**config.mk**
```make
export PLATFORM = sky130hd
export DESIGN_NAME = scaler_read_arbiter
export DESIGN_NICKNAME = d
export VERILOG_FILES = /design/src/rtl/scaler_read_arbiter.sv
export SDC_FILE = /design/constraint.sdc
export NUM_CORES = 1
export LEC_CHECK = 0
export CORE_ASPECT_RATIO = 1.75
export CORE_MARGIN = 2
export CORE_UTILIZATION = 37
export CTS_CLUSTER_DIAMETER = 30
export DETAILED_ROUTE_END_ITERATION = 7
export PLACE_DENSITY = 0.75
export SYNTH_ARGS = -nofsm -noshare
export SYNTH_HDL_FRONTEND = slang
export SYNTH_SLANG_ARGS = --single-unit
```
**constraint.sdc**
```tcl
create_clock -name SIM_CLK -period 1.6 [get_ports SIM_CLK]
set_input_delay 0.32 -clock SIM_CLK [delete_from_list [all_inputs] [get_ports SIM_CLK]]
set_output_delay 0.32 -clock SIM_CLK [all_outputs]
set_load 0.01 [all_outputs]
```
**src/rtl/scaler_read_arbiter.sv**
```systemverilog
// scaler_read_arbiter: two-requester round-robin arbiter for the 28-bit
// scaler read. It lowers the read strobes, waits SETTLE cycles, samples the
// scaler and pulses ACK to the granted requester.
// Optional feature macro: SCALER_ARB_STABLE_EN. When it is defined, the
// sample is taken twice, and a mismatch is retried up to MAXTRY times.
module scaler_read_arbiter #(
  parameter int SETTLE = 4,   // 1..15
  parameter int MAXTRY = 3    // 0..7
) (
  input  logic        SIM_CLK,
  input  logic        SIM_RST,
  input  logic        REQ0,
  input  logic        REQ1,
  input  logic        CHAT01,
  input  logic        CHAT02,
  input  logic        CHAT03,
  input  logic        CHAT04,
  input  logic        CHAT05,
  input  logic        CHAT06,
  input  logic        CHAT07,
  input  logic        CHAT08,
  input  logic        CHAT09,
  input  logic        CHAT10,
  input  logic        CHAT11,
  input  logic        CHAT12,
  input  logic        CHAT13,
  input  logic        CHAT14,
  input  logic        CHBT01,
  input  logic        CHBT02,
  input  logic        CHBT03,
  input  logic        CHBT04,
  input  logic        CHBT05,
  input  logic        CHBT06,
  input  logic        CHBT07,
  input  logic        CHBT08,
  input  logic        CHBT09,
  input  logic        CHBT10,
  input  logic        CHBT11,
  input  logic        CHBT12,
  input  logic        CHBT13,
  input  logic        CHBT14,
  output logic        RCHAT_,
  output logic        RCHBT_,
  output logic        ACK0,
  output logic        ACK1,
  output logic [27:0] RDATA,
  output logic        ERR,
  output logic        BUSY
);

  localparam logic [3:0] SETTLE_M1 = 4'(SETTLE - 1);

  typedef enum logic [2:0] {
    S_IDLE,
    S_WAIT,
    S_SAMP1,
`ifdef SCALER_ARB_STABLE_EN
    S_SAMP2,
`endif
    S_DONE
  } state_t;

  state_t      state_q, state_d;
  logic        grant_q, grant_d;   // index of the requester being served
  logic        last_q,  last_d;    // index of the requester granted last
  logic [3:0]  settle_q, settle_d;
  logic [27:0] rdata_q, rdata_d;
  logic [27:0] live;
  logic        req0_m, req1_m, any_req, pick;

`ifdef SCALER_ARB_STABLE_EN
  localparam logic [2:0] MAXTRY_L = 3'(MAXTRY);
  logic [27:0] samp_a_q, samp_a_d;
  logic [2:0]  retry_q, retry_d;
  logic        err_q, err_d;
`else
  logic unused_maxtry;
  assign unused_maxtry = ^3'(MAXTRY);
`endif

  assign live = {CHAT14, CHAT13, CHAT12, CHAT11, CHAT10, CHAT09, CHAT08,
                 CHAT07, CHAT06, CHAT05, CHAT04, CHAT03, CHAT02, CHAT01,
                 CHBT14, CHBT13, CHBT12, CHBT11, CHBT10, CHBT09, CHBT08,
                 CHBT07, CHBT06, CHBT05, CHBT04, CHBT03, CHBT02, CHBT01};

  // In DONE, the requester being acked is masked. Its REQ is still high for
  // that cycle, and this mask stops it from being re-served. The other
  // requester can be granted straight out of DONE.
  always_comb begin
    req0_m  = REQ0 & ~((state_q == S_DONE) & (grant_q == 1'b0));
    req1_m  = REQ1 & ~((state_q == S_DONE) & (grant_q == 1'b1));
    any_req = req0_m | req1_m;
    // On a tie, the requester not granted last wins. A lone request wins directly.
    pick    = (req0_m & req1_m) ? ~last_q : req1_m;
  end

  // Next-state logic and datapath loads
  always_comb begin
    state_d  = state_q;
    grant_d  = grant_q;
    last_d   = last_q;
    settle_d = settle_q;
    rdata_d  = rdata_q;
`ifdef SCALER_ARB_STABLE_EN
    samp_a_d = samp_a_q;
    retry_d  = retry_q;
    err_d    = err_q;
`endif
    case (state_q)
      S_IDLE, S_DONE: begin
        if (any_req) begin
          state_d  = S_WAIT;
          grant_d  = pick;
          last_d   = pick;
          settle_d = 4'd0;
`ifdef SCALER_ARB_STABLE_EN
          retry_d  = 3'd0;
`endif
        end else begin
          state_d  = S_IDLE;
        end
      end
      S_WAIT: begin
        if (settle_q == SETTLE_M1) state_d  = S_SAMP1;
        else                       settle_d = settle_q + 4'd1;
      end
      S_SAMP1: begin
`ifdef SCALER_ARB_STABLE_EN
        samp_a_d = live;
        state_d  = S_SAMP2;
`else
        rdata_d  = live;
        state_d  = S_DONE;
`endif
      end
`ifdef SCALER_ARB_STABLE_EN
      S_SAMP2: begin
        if (samp_a_q == live) begin
          rdata_d = live;
          err_d   = 1'b0;
          state_d = S_DONE;
        end else if (retry_q < MAXTRY_L) begin
          samp_a_d = live;
          retry_d  = retry_q + 3'd1;
        end else begin
          rdata_d = live;
          err_d   = 1'b1;
          state_d = S_DONE;
        end
      end
`endif
      default: state_d = S_IDLE;
    endcase
  end

  // State and datapath registers, with synchronous reset
  always_ff @(posedge SIM_CLK) begin
    if (SIM_RST) begin
      state_q  <= S_IDLE;
      grant_q  <= 1'b0;
      last_q   <= 1'b1;   // so that REQ0 wins the first tie
      settle_q <= 4'd0;
      rdata_q  <= 28'd0;
`ifdef SCALER_ARB_STABLE_EN
      samp_a_q <= 28'd0;
      retry_q  <= 3'd0;
      err_q    <= 1'b0;
`endif
    end else begin
      state_q  <= state_d;
      grant_q  <= grant_d;
      last_q   <= last_d;
      settle_q <= settle_d;
      rdata_q  <= rdata_d;
`ifdef SCALER_ARB_STABLE_EN
      samp_a_q <= samp_a_d;
      retry_q  <= retry_d;
      err_q    <= err_d;
`endif
    end
  end

  // Outputs decoded from state. The strobes are low for the whole read window.
  always_comb begin
    BUSY   = (state_q != S_IDLE);
    RCHAT_ = (state_q == S_IDLE) | (state_q == S_DONE);
    RCHBT_ = (state_q == S_IDLE) | (state_q == S_DONE);
    ACK0   = (state_q == S_DONE) & (grant_q == 1'b0);
    ACK1   = (state_q == S_DONE) & (grant_q == 1'b1);
    RDATA  = rdata_q;
`ifdef SCALER_ARB_STABLE_EN
    ERR    = err_q;
`else
    ERR    = 1'b0;
`endif
  end

endmodule

```
==> impl_results.md, run 1 <==
- Met2 WL post-DR: 2020 µm
- Top cells by area, synth: dfxtp_1 48%, mux2i_1 19%, nor2_1 8.8%
- Initial antenna violation count: 0
- Starting Density: 38.8%
- Layout area overhead: 65.8%
- Peak VDD IR: 1.29 mV
- Routed vias: 1,380
- Total Routed Length: 3830 µm
- Longest Clk Path Bufs: 2
- Leakage power: 0.951 nW
- CTS Sinks: 36
- Post-Syn Instances: 154
- RSZ-0062 raised after global routing: yes
- Cell taking the most area after synthesis: dfxtp_1
- Pin count of the biggest net entering global routing: 20
- Fin Hold WS: 0.465 ns
- Core area: 0.00387 mm²
- CP Capture Type: register
- Setup WS post-layout: -0.0620 ns
- Drt wl/cell: 13.5 µm
- Post-DP HPWL: 2660 µm
- Die ar.: 0.00460 mm²
- Final Non-Filler Cells: 283
- Status: finished, violations left
- Vias in the first global route: 1,369
- Tmin final: 1.66 ns
- Syn nets: 191
- Antenna cells: 0
- Crit path required time: 1.81 ns
- Number of CTS-inserted buffers: 5
- Crit path from: state_q[0]
- Clock-pin slew on the worst setup and hold paths: 0.07 ns
- Count of final max-slew check failures: 0
- Fillers: 317
- Clock insertion delay at the later pin of the skew report: 0.29 ns
- CTS root buf: clkbuf_8
- Die W: 52.1 µm
- Slowest cell delay on critical path: 0.51 ns
- HP Start: last_q
- WL met1: 1500 µm
- Post-DRT Antenna Nets: 0
- Die H: 88.2 µm
- Synthesized area: 0.00150 mm²
- Total power draw: 4.07 mW
- PD cells: 1640 mW/mm²
- Register area share after synthesis: 48.1%
- Worst-path maximum fanout: 5
- Failing checks: negative setup slack
- Synth unique cells: 34
- Starting DRT DRC Count: 19
- Share of post-route cells with drive strength above 1: 20.4%
- Synthesis Warnings: 0
- Worst r2r src: state_q[0]
- CTS H-tree lvls: 2
- Max Freq: 602 MHz
- Worst Skew: 0.00459 ns
- Crit path DAT: 1.87 ns
- Worst path cell trace: inv_4 -> ha_4 -> or4b_4 -> o31ai_4 -> buf_4 -> o21ai_2 -> a31oi_1
- IO buf count: 64
- Hold WC Path Type: register to register
- Synth Area per Inst: 9.73 µm²
- CTS tree: yes
- Detailed Routing Iterations Pass 1: 4
- CTS hold repair buffers: 0
- First-pass GRT wire length: 6150 µm
- Hold Fails Final Rpt: 0
- Placed Instances: 270
- Row cnt: 30
- MaxCap Viol Count: 0
- Overall fraction of global-route tracks in use: 17.9%
- Via density: 4.88
- Final period util: 104%
- Flops & latches, synth: 36
- Top sig layer: met4
- Final-stage net count: 271
- GPL Wtd Cong: 0.819
- Final setup fails: 3
- DR DRC count: 0
- Io pins: 66
- Global route overflow: 0
- Master of the slowest instance on the critical path: or4b_4
- Met3 Wirelength: 196 µm
- Critical path class: register to register
- Top-area cell type share of the netlist area: 48.1%
- Setup crit start kind: register
[metrics by stage]
stage	area [µm²]	setup TNS [ns]	util, %	setup slack, ns
2_1_floorplan	1530	0	-	0.00883
3_3_place_gp	2300	-0.587	59.4	-0.181
3_5_place_dp	2300	-0.828	59.4	-0.221
4_1_cts	2450	-0.176	63.4	-0.0645
5_1_grt	2480	-0.401	64.3	-0.125
6_report	2480	-0.117	64.3	-0.0620
[state kept, by name, summed over array words and instances, names as in the netlist]
name      flops
RDATA        28
settle_q      4
state_q       2
grant_q       1
last_q        1
[cell usage in the layout (no fill, tap or decap), drive strengths merged, types with 3 or more instances in the layout]
cell,instances
clkdlybuf4s50,59
dfxtp,36
nor2,35
mux2i,28
buf,22
clkbuf,8
inv,7
ha,5
nand3,4
a31oi,3
a21oi,3
o21ai,3
[cell usage after synthesis]
cell,n
or4_1,1
buf_4,2
ha_1,5
o21ai_0,2
buf_1,1
a21boi_2,1
a211oi_1,1
nand3b_1,1
nor2_1,35
o31ai_2,1
nand2b_1,1
buf_2,4
a31oi_1,3
mux2i_1,28
nand3_1,4
nand2_1,1
or3_1,1
o31a_1,1
a311oi_1,1
o21ai_1,1
or4b_1,1
clkbuf_1,3
inv_1,7
and3_1,1
conb_1,1
o41ai_1,1
or3b_2,1
o221ai_1,1
a211o_1,1
and2_1,1
o311ai_0,1
dfxtp_1,36
a21oi_1,3
nand4b_1,1
[power breakdown]
group          switching, mW  internal [mW]  total [mW]
registers              0.152           1.13        1.28
logic                  0.952           1.20        2.15
clock network          0.321          0.311       0.632
[per-layer routing]
layer,vias to the layer above,global-route usage (%)
li1,689,-
met4,0,9.33
met3,10,4.44
met5,-,0
met1,640,20.5
met2,41,30.1
[worst max-delay path: cells and delay by family (launching register included)]
kind / cells / cell delay (ns)
flops: 1 / 0.37
fa+ha+maj: 1 / 0.25
buf+inv: 2 / 0.20
compound gates: 3 / 0.26
simple gates: 1 / 0.51
[timing repair]
| action | CTS | global route |
|---|---|---|
| cloned | 0 | 0 |
| setup endpoints to repair | 11 | 10 |
| gates resized for setup | 21 | 18 |
| pin swaps | 6 | 4 |
| buffers inserted | 4 | 1 |
| endpoints found under the hold margin | 0 | 0 |
[final cells by class]
class / count / area, µm² / area share [%]
multi-input combinational: 101 / 774 / 31.2
clock inverter: 1 / 8.76 / 0.352
sequential: 36 / 729 / 29.4
clock buffer: 7 / 76.3 / 3.07
timing repair buffer: 83 / 802 / 32.3
inverter: 7 / 33.8 / 1.36
tap: 48 / 60.1 / 2.42
[final timing paths]
path,end,slack [ns],cells past startpoint
worst min register to register,last_q,0.47,1
worst max-delay path,settle_q[0],-0.06,7
worst max register to register,settle_q[0],-0.06,7
worst min-delay path,last_q,0.47,1
[cells by family after synthesis]
family / after synthesis / synth area share (%)
AO/OA/AOI/OAI: 18 / 8.85
adder cells (fa/ha/maj): 5 / 4.17
buffers and inverters: 17 / 5.09
flip-flops: 36 / 48.1
multiplexers: 28 / 18.7
other: 1 / 0.250
AND/OR/NAND/NOR: 49 / 14.9
No activity file was read; power rests on OpenSTA's default activity.
==> inputs of run 2 (changes only) <==
TNS_END_PERCENT = 10   (was not set)
==> run 2 against run 1 <==
Against the previous run: clock skew hardly changed; the flow still finishes with violations (negative setup slack); non-clock buffer count down 5; power shrank 7.1%; global-route usage fell by 0.76 points; die area unchanged; largest power group unchanged; largest cell class is now multi-input combinational cells.
==> impl_results.md, run 2 (same netlist as run 1, synthesis figures left out) <==
- Routed vias: 1,345
- RR Endpoint: settle_q[0]
- Core area: 0.00387 mm²
- First-pass GRT wire length: 5870 µm
- Worst-path maximum fanout: 6
- Switch Pwr: 1.32 mW
- Most frequent cells in the layout: 59 x clkdlybuf4s50_1, 33 x dfxtp_1, 33 x nor2_1
- Hold WC Path Type: register to register
- Post-DRT Antenna Nets: 0
- Hold Crit Depth: 1
- Comb power frac: 49.1%
- Drt wl/cell: 13.1 µm
- Switching part of the total: 35.0%
- Post-DP HPWL: 2660 µm
- Die W: 52.1 µm
- Worst r2r src: state_q[0]
- Via density: 4.84
- Antenna cells: 0
- Initial antenna violation count: 0
- Die ar.: 0.00460 mm²
- Master of the slowest instance on the critical path: or4b_4
- Io pins: 66
- Final period util: 102%
- Share of post-route cells with drive strength above 1: 17.0%
- Failing checks: negative setup slack
- Setup WS post-layout: -0.0298 ns
- Final-stage net count: 266
- Tmin final: 1.63 ns
- Final Non-Filler Cells: 278
- Overall fraction of global-route tracks in use: 17.2%
- Final setup fails: 5
- Post-CTS Setup Inserts: 0
- Sequential Power Share: 34.2%
- Final core occ: 62.3%
- Hold path endpoint: last_q
- MaxCap Viol Count: 0
- Leakage power: 0.909 nW
- IO buf count: 64
- Max Freq: 614 MHz
- Starting DRT DRC Count: 17
- RSZ-0062 raised after global routing: yes
- Global route overflow: 0
- Clock share of power: 16.7%
- Max reg flops: 28
- Crit path DAT: 1.80 ns
- Worst Skew: 0.00477 ns
- Clock-pin slew on the worst setup and hold paths: 0.07 ns
- Crit path required time: 1.77 ns
- Crit path from: state_q[0]
- Slowest cell delay on critical path: 0.50 ns
- Total Routed Length: 3640 µm
- Flop-to-flop setup slack: -0.03 ns
- Count of final max-slew check failures: 0
- CTS H-tree lvls: 2
- Row cnt: 30
- Die H: 88.2 µm
- Fin Hold WS: 0.465 ns
- Layout area overhead: 60.6%
- GPL Wtd Cong: 0.819
- DR DRC count: 0
- Critical path class: register to register
- Commonest non-fill, non-tap cell in the layout: clkdlybuf4s50_1
- Longest Clk Path Bufs: 2
- CTS root buf: clkbuf_8
- Placed cell area: 0.00230 mm²
- Placed Instances: 270
- Number of CTS-inserted buffers: 5
- Peak VDD IR: 1.22 mV
- Clock insertion delay at the later pin of the skew report: 0.29 ns
- Setup crit start kind: register
- Detailed Routing Iterations Pass 1: 4
- Cell area after layout: 0.00241 mm²
- CP Capture Type: register
- HP Start: last_q
- Hold Fails Final Rpt: 0
- CTS tree: yes
- CTS Sinks: 36
- Vias in the first global route: 1,340
- Status: finished, violations left
- Worst path cell trace: inv_4 -> ha_4 -> or4b_4 -> o31ai_4 -> or3_1 -> a31oi_1
- Starting Density: 38.8%
- Pin count of the biggest net entering global routing: 20
- P_int: 2.46 mW
- PD cells: 1570 mW/mm²
- Worst R2R Path Depth: 6
-- run 2: cell count changes in the layout (fill, tap and decap cells not counted), sizes merged --
cell,change
clkdlybuf4s15,+2
clkbuf,+1
buf,-8
-- run 2: layout make-up --
| cell class | instances | area (µm²) |
|---|---|---|
| multi-input cells | 101 | 756 |
| clock inverters | 1 | 8.76 |
| fillers | 331 | 1460 |
| inverters | 7 | 28.8 |
| flip-flops and latches | 36 | 729 |
| well taps | 48 | 60.1 |
| clock buffers | 7 | 76.3 |
| repair buffers | 78 | 748 |
-- run 2: what timing repair did --
action                                  4_1_cts  5_1_grt
gates resized for setup                      14       10
gates cloned                                  0        0
pin swaps                                     2        0
endpoints found under the setup margin       11       10
hold buffers                                  0        0
-- run 2: worst max-delay path, delay by kind of cell (launching register included) --
family | cells | cell delay [ns]
DFF | 1 | 0.39
AOI/OAI and AO/OA | 2 | 0.17
and+or+nand+nor | 2 | 0.65
buffers and inverters | 1 | 0.05
adders and majority gates | 1 | 0.24
-- run 2: worst max path at each step --
stage	end	slack (ns)	cells after the start
4_1_cts	RCHBT_	-0.04	4
6_report	settle_q[0]	-0.03	6
2_1_floorplan	settle_q[3]	0.009	6
3_5_place_dp	settle_q[3]	-0.22	5
3_3_place_gp	settle_q[3]	-0.18	5
5_1_grt	settle_q[3]	-0.1	6
-- run 2: power groups by stage --
| stage | Sequential, mW | Clock (mW) | Combinational (mW) |
|---|---|---|---|
| 2_1_floorplan | 1.33 | 0 | 0.948 |
| 3_3_place_gp | 1.27 | 0 | 1.84 |
| 3_5_place_dp | 1.28 | 0 | 1.87 |
| 4_1_cts | 1.29 | 0.650 | 1.87 |
| 5_1_grt | 1.32 | 0.687 | 2.02 |
| 6_report | 1.29 | 0.631 | 1.86 |
-- run 2: metal layers --
| metal | up-vias | global-route usage [%] | routed length [µm] |
|---|---|---|---|
| met4 | 0 | 9.33 | 99 |
| met2 | 35 | 28.8 | 1940 |
| met5 | - | 0 | 0 |
| met3 | 8 | 4.44 | 177 |
| met1 | 623 | 19.4 | 1430 |
| li1 | 679 | - | - |
-- run 2: through the flow --
step                TNS, ns  setup slack [ns]  power (mW)
finish              -0.0803           -0.0298        3.78
global route         -0.419           -0.0992        4.02
CTS                  -0.153           -0.0442        3.80
detailed placement   -0.828            -0.221        3.15
global placement     -0.587            -0.181        3.12
floorplan                 0           0.00883        2.28
==> inputs of run 3 (changes only) <==
CORE_MARGIN = not set   (was 2)
==> run 3 against run 2 <==
Against the previous run: the flow still finishes with violations (negative setup slack); flip-flop and latch count did not move; die area fell by 6.0%; clock skew fell by 0.00054 ns; non-clock buffer count rose by 4; fmax fell by 1.6%; first-iteration DRC count fell by 24%; via count rose by 0.37%; sequential share of layout area fell by 0.62 points; worst hold slack improved by 0.027 ns; utilization rose by 1.3 points; critical path depth did not move; global-route usage rose by 1.0 points; critical endpoint is now settle_q[1]; largest cell class is now buffers; highest routed layer unchanged.
==> impl_results.md, run 3 (same netlist as run 1, synthesis figures left out) <==
- Status: finished, violations left
- Failing checks: negative setup slack
- CTS H-tree lvls: 2
- Most frequent cells in the layout: 59 x clkdlybuf4s50_1, 34 x nor2_1, 33 x dfxtp_1
- Die ar.: 0.00432 mm²
- Worst path cell trace: inv_4 -> ha_4 -> or4b_4 -> o31ai_4 -> buf_4 -> o41ai_1
- Detailed Routing Iterations Pass 1: 4
- Post-DP HPWL: 2800 µm
- Overall fraction of global-route tracks in use: 18.2%
- Longest Clk Path Bufs: 2
- Vias in the first global route: 1,303
- Share of post-route cells with drive strength above 1: 17.9%
- Setup WS post-layout: -0.0560 ns
- Master of the slowest instance on the critical path: or4b_4
- Fin Hold WS: 0.491 ns
- Clock insertion delay at the later pin of the skew report: 0.29 ns
- Max reg flops: 28
- DR DRC count: 0
- Worst-path maximum fanout: 6
- Drt wl/cell: 13.2 µm
- Crit path required time: 1.76 ns
- CP Capture Type: register
- Post-CTS Setup Inserts: 0
- First-pass GRT wire length: 5910 µm
- Commonest non-fill, non-tap cell in the layout: clkdlybuf4s50_1
- Die W: 50.1 µm
- Leakage power: 0.941 nW
- Starting DRT DRC Count: 13
- Worst Skew: 0.00423 ns
- Layout area overhead: 63.9%
- Setup crit start kind: register
- Slowest cell delay on critical path: 0.54 ns
- Hold WC Path Type: register to register
- IO buf count: 64
- Via density: 4.79
- Crit path DAT: 1.82 ns
- Io pins: 66
- Count of final max-slew check failures: 0
- Antenna cells: 0
- Total Routed Length: 3720 µm
- Total power draw: 3.90 mW
- Pin count of the biggest net entering global routing: 21
- CTS root buf: clkbuf_8
- RSZ-0062 raised after global routing: yes
- Tmin final: 1.66 ns
- Final setup fails: 4
- Cell area after layout: 0.00246 mm²
- CTS Sinks: 36
- GPL Wtd Cong: 0.828
- Post-DRT Antenna Nets: 0
- Row cnt: 30
- CTS hold repair buffers: 0
- Peak VDD IR: 0.910 mV
- PD cells: 1590 mW/mm²
- Placed cell area: 0.00234 mm²
- Critical path class: register to register
- MaxCap Viol Count: 0
- Starting Density: 38.8%
- Clock-pin slew on the worst setup and hold paths: 0.07 ns
- Final-stage net count: 270
- CTS tree: yes
- Die H: 86.2 µm
- Hold Fails Final Rpt: 0
- Routed vias: 1,350
- Max Freq: 604 MHz
- Number of CTS-inserted buffers: 5
- Initial antenna violation count: 0
- Global route overflow: 0
- Final period util: 103%
- Core area: 0.00387 mm²
## run 3: worst max-delay path, delay by kind of cell, from the launching register on
| kind | cells | cell delay, ns |
|---|---|---|
| buf+inv | 2 | 0.21 |
| compound gates | 2 | 0.16 |
| simple gates | 1 | 0.54 |
| fa+ha+maj | 1 | 0.24 |
| flops | 1 | 0.38 |
## run 3: repair_timing
item / CTS / global route
resized for setup: 10 / 10
endpoints found under the hold margin: 0 / 0
setup endpoints to repair: 10 / 10
## run 3: per-stage QoR
| step | setup slack [ns] | std cells | utilization (%) | setup TNS [ns] |
|---|---|---|---|---|
| floorplan | 0.00883 | 154 | - | 0 |
| detailed placement | -0.252 | 274 | 60.5 | -1.11 |
| global placement | -0.200 | 274 | 60.5 | -0.780 |
| finish | -0.0560 | 282 | 63.6 | -0.163 |
| global route | -0.113 | 282 | 63.6 | -0.477 |
| CTS | -0.104 | 282 | 63.3 | -0.398 |
## run 3: path summary, 6_finish.rpt
kind         cells past startpoint        from     endpoint  slack [ns]
max                              6  state_q[0]  settle_q[1]       -0.06
min                              1      last_q       last_q        0.49
max reg2reg                      6  state_q[0]  settle_q[1]       -0.06
min reg2reg                      1      last_q       last_q        0.49
## run 3: layout make-up
type	instances	area (µm²)
Clock buffer	7	86.3
Clock inverter	1	7.51
Fill cell	324	1410
Inverter	7	28.8
Multi-Input combinational cell	101	757
Sequential cell	36	729
Tap cell	48	60.1
Timing Repair Buffer	82	788
## run 3: per-layer routing
metal  vias up  global-route usage (%)  share of wire (%)
met2        31                    32.7                 55
li1        683                       -                  -
met5         -                       0                  0
met1       631                    19.3                 39
met4         0                    8.31                1.7
met3         5                    4.39                4.0
## run 3: where the power goes
group | leakage, nW | total (mW) | switching [mW] | internal, mW
Combinational | 0.602 | 1.93 | 0.868 | 1.06
Clock | 0.0445 | 0.679 | 0.329 | 0.350
Sequential | 0.295 | 1.29 | 0.153 | 1.13
Total | 0.941 | 3.90 | 1.35 | 2.55
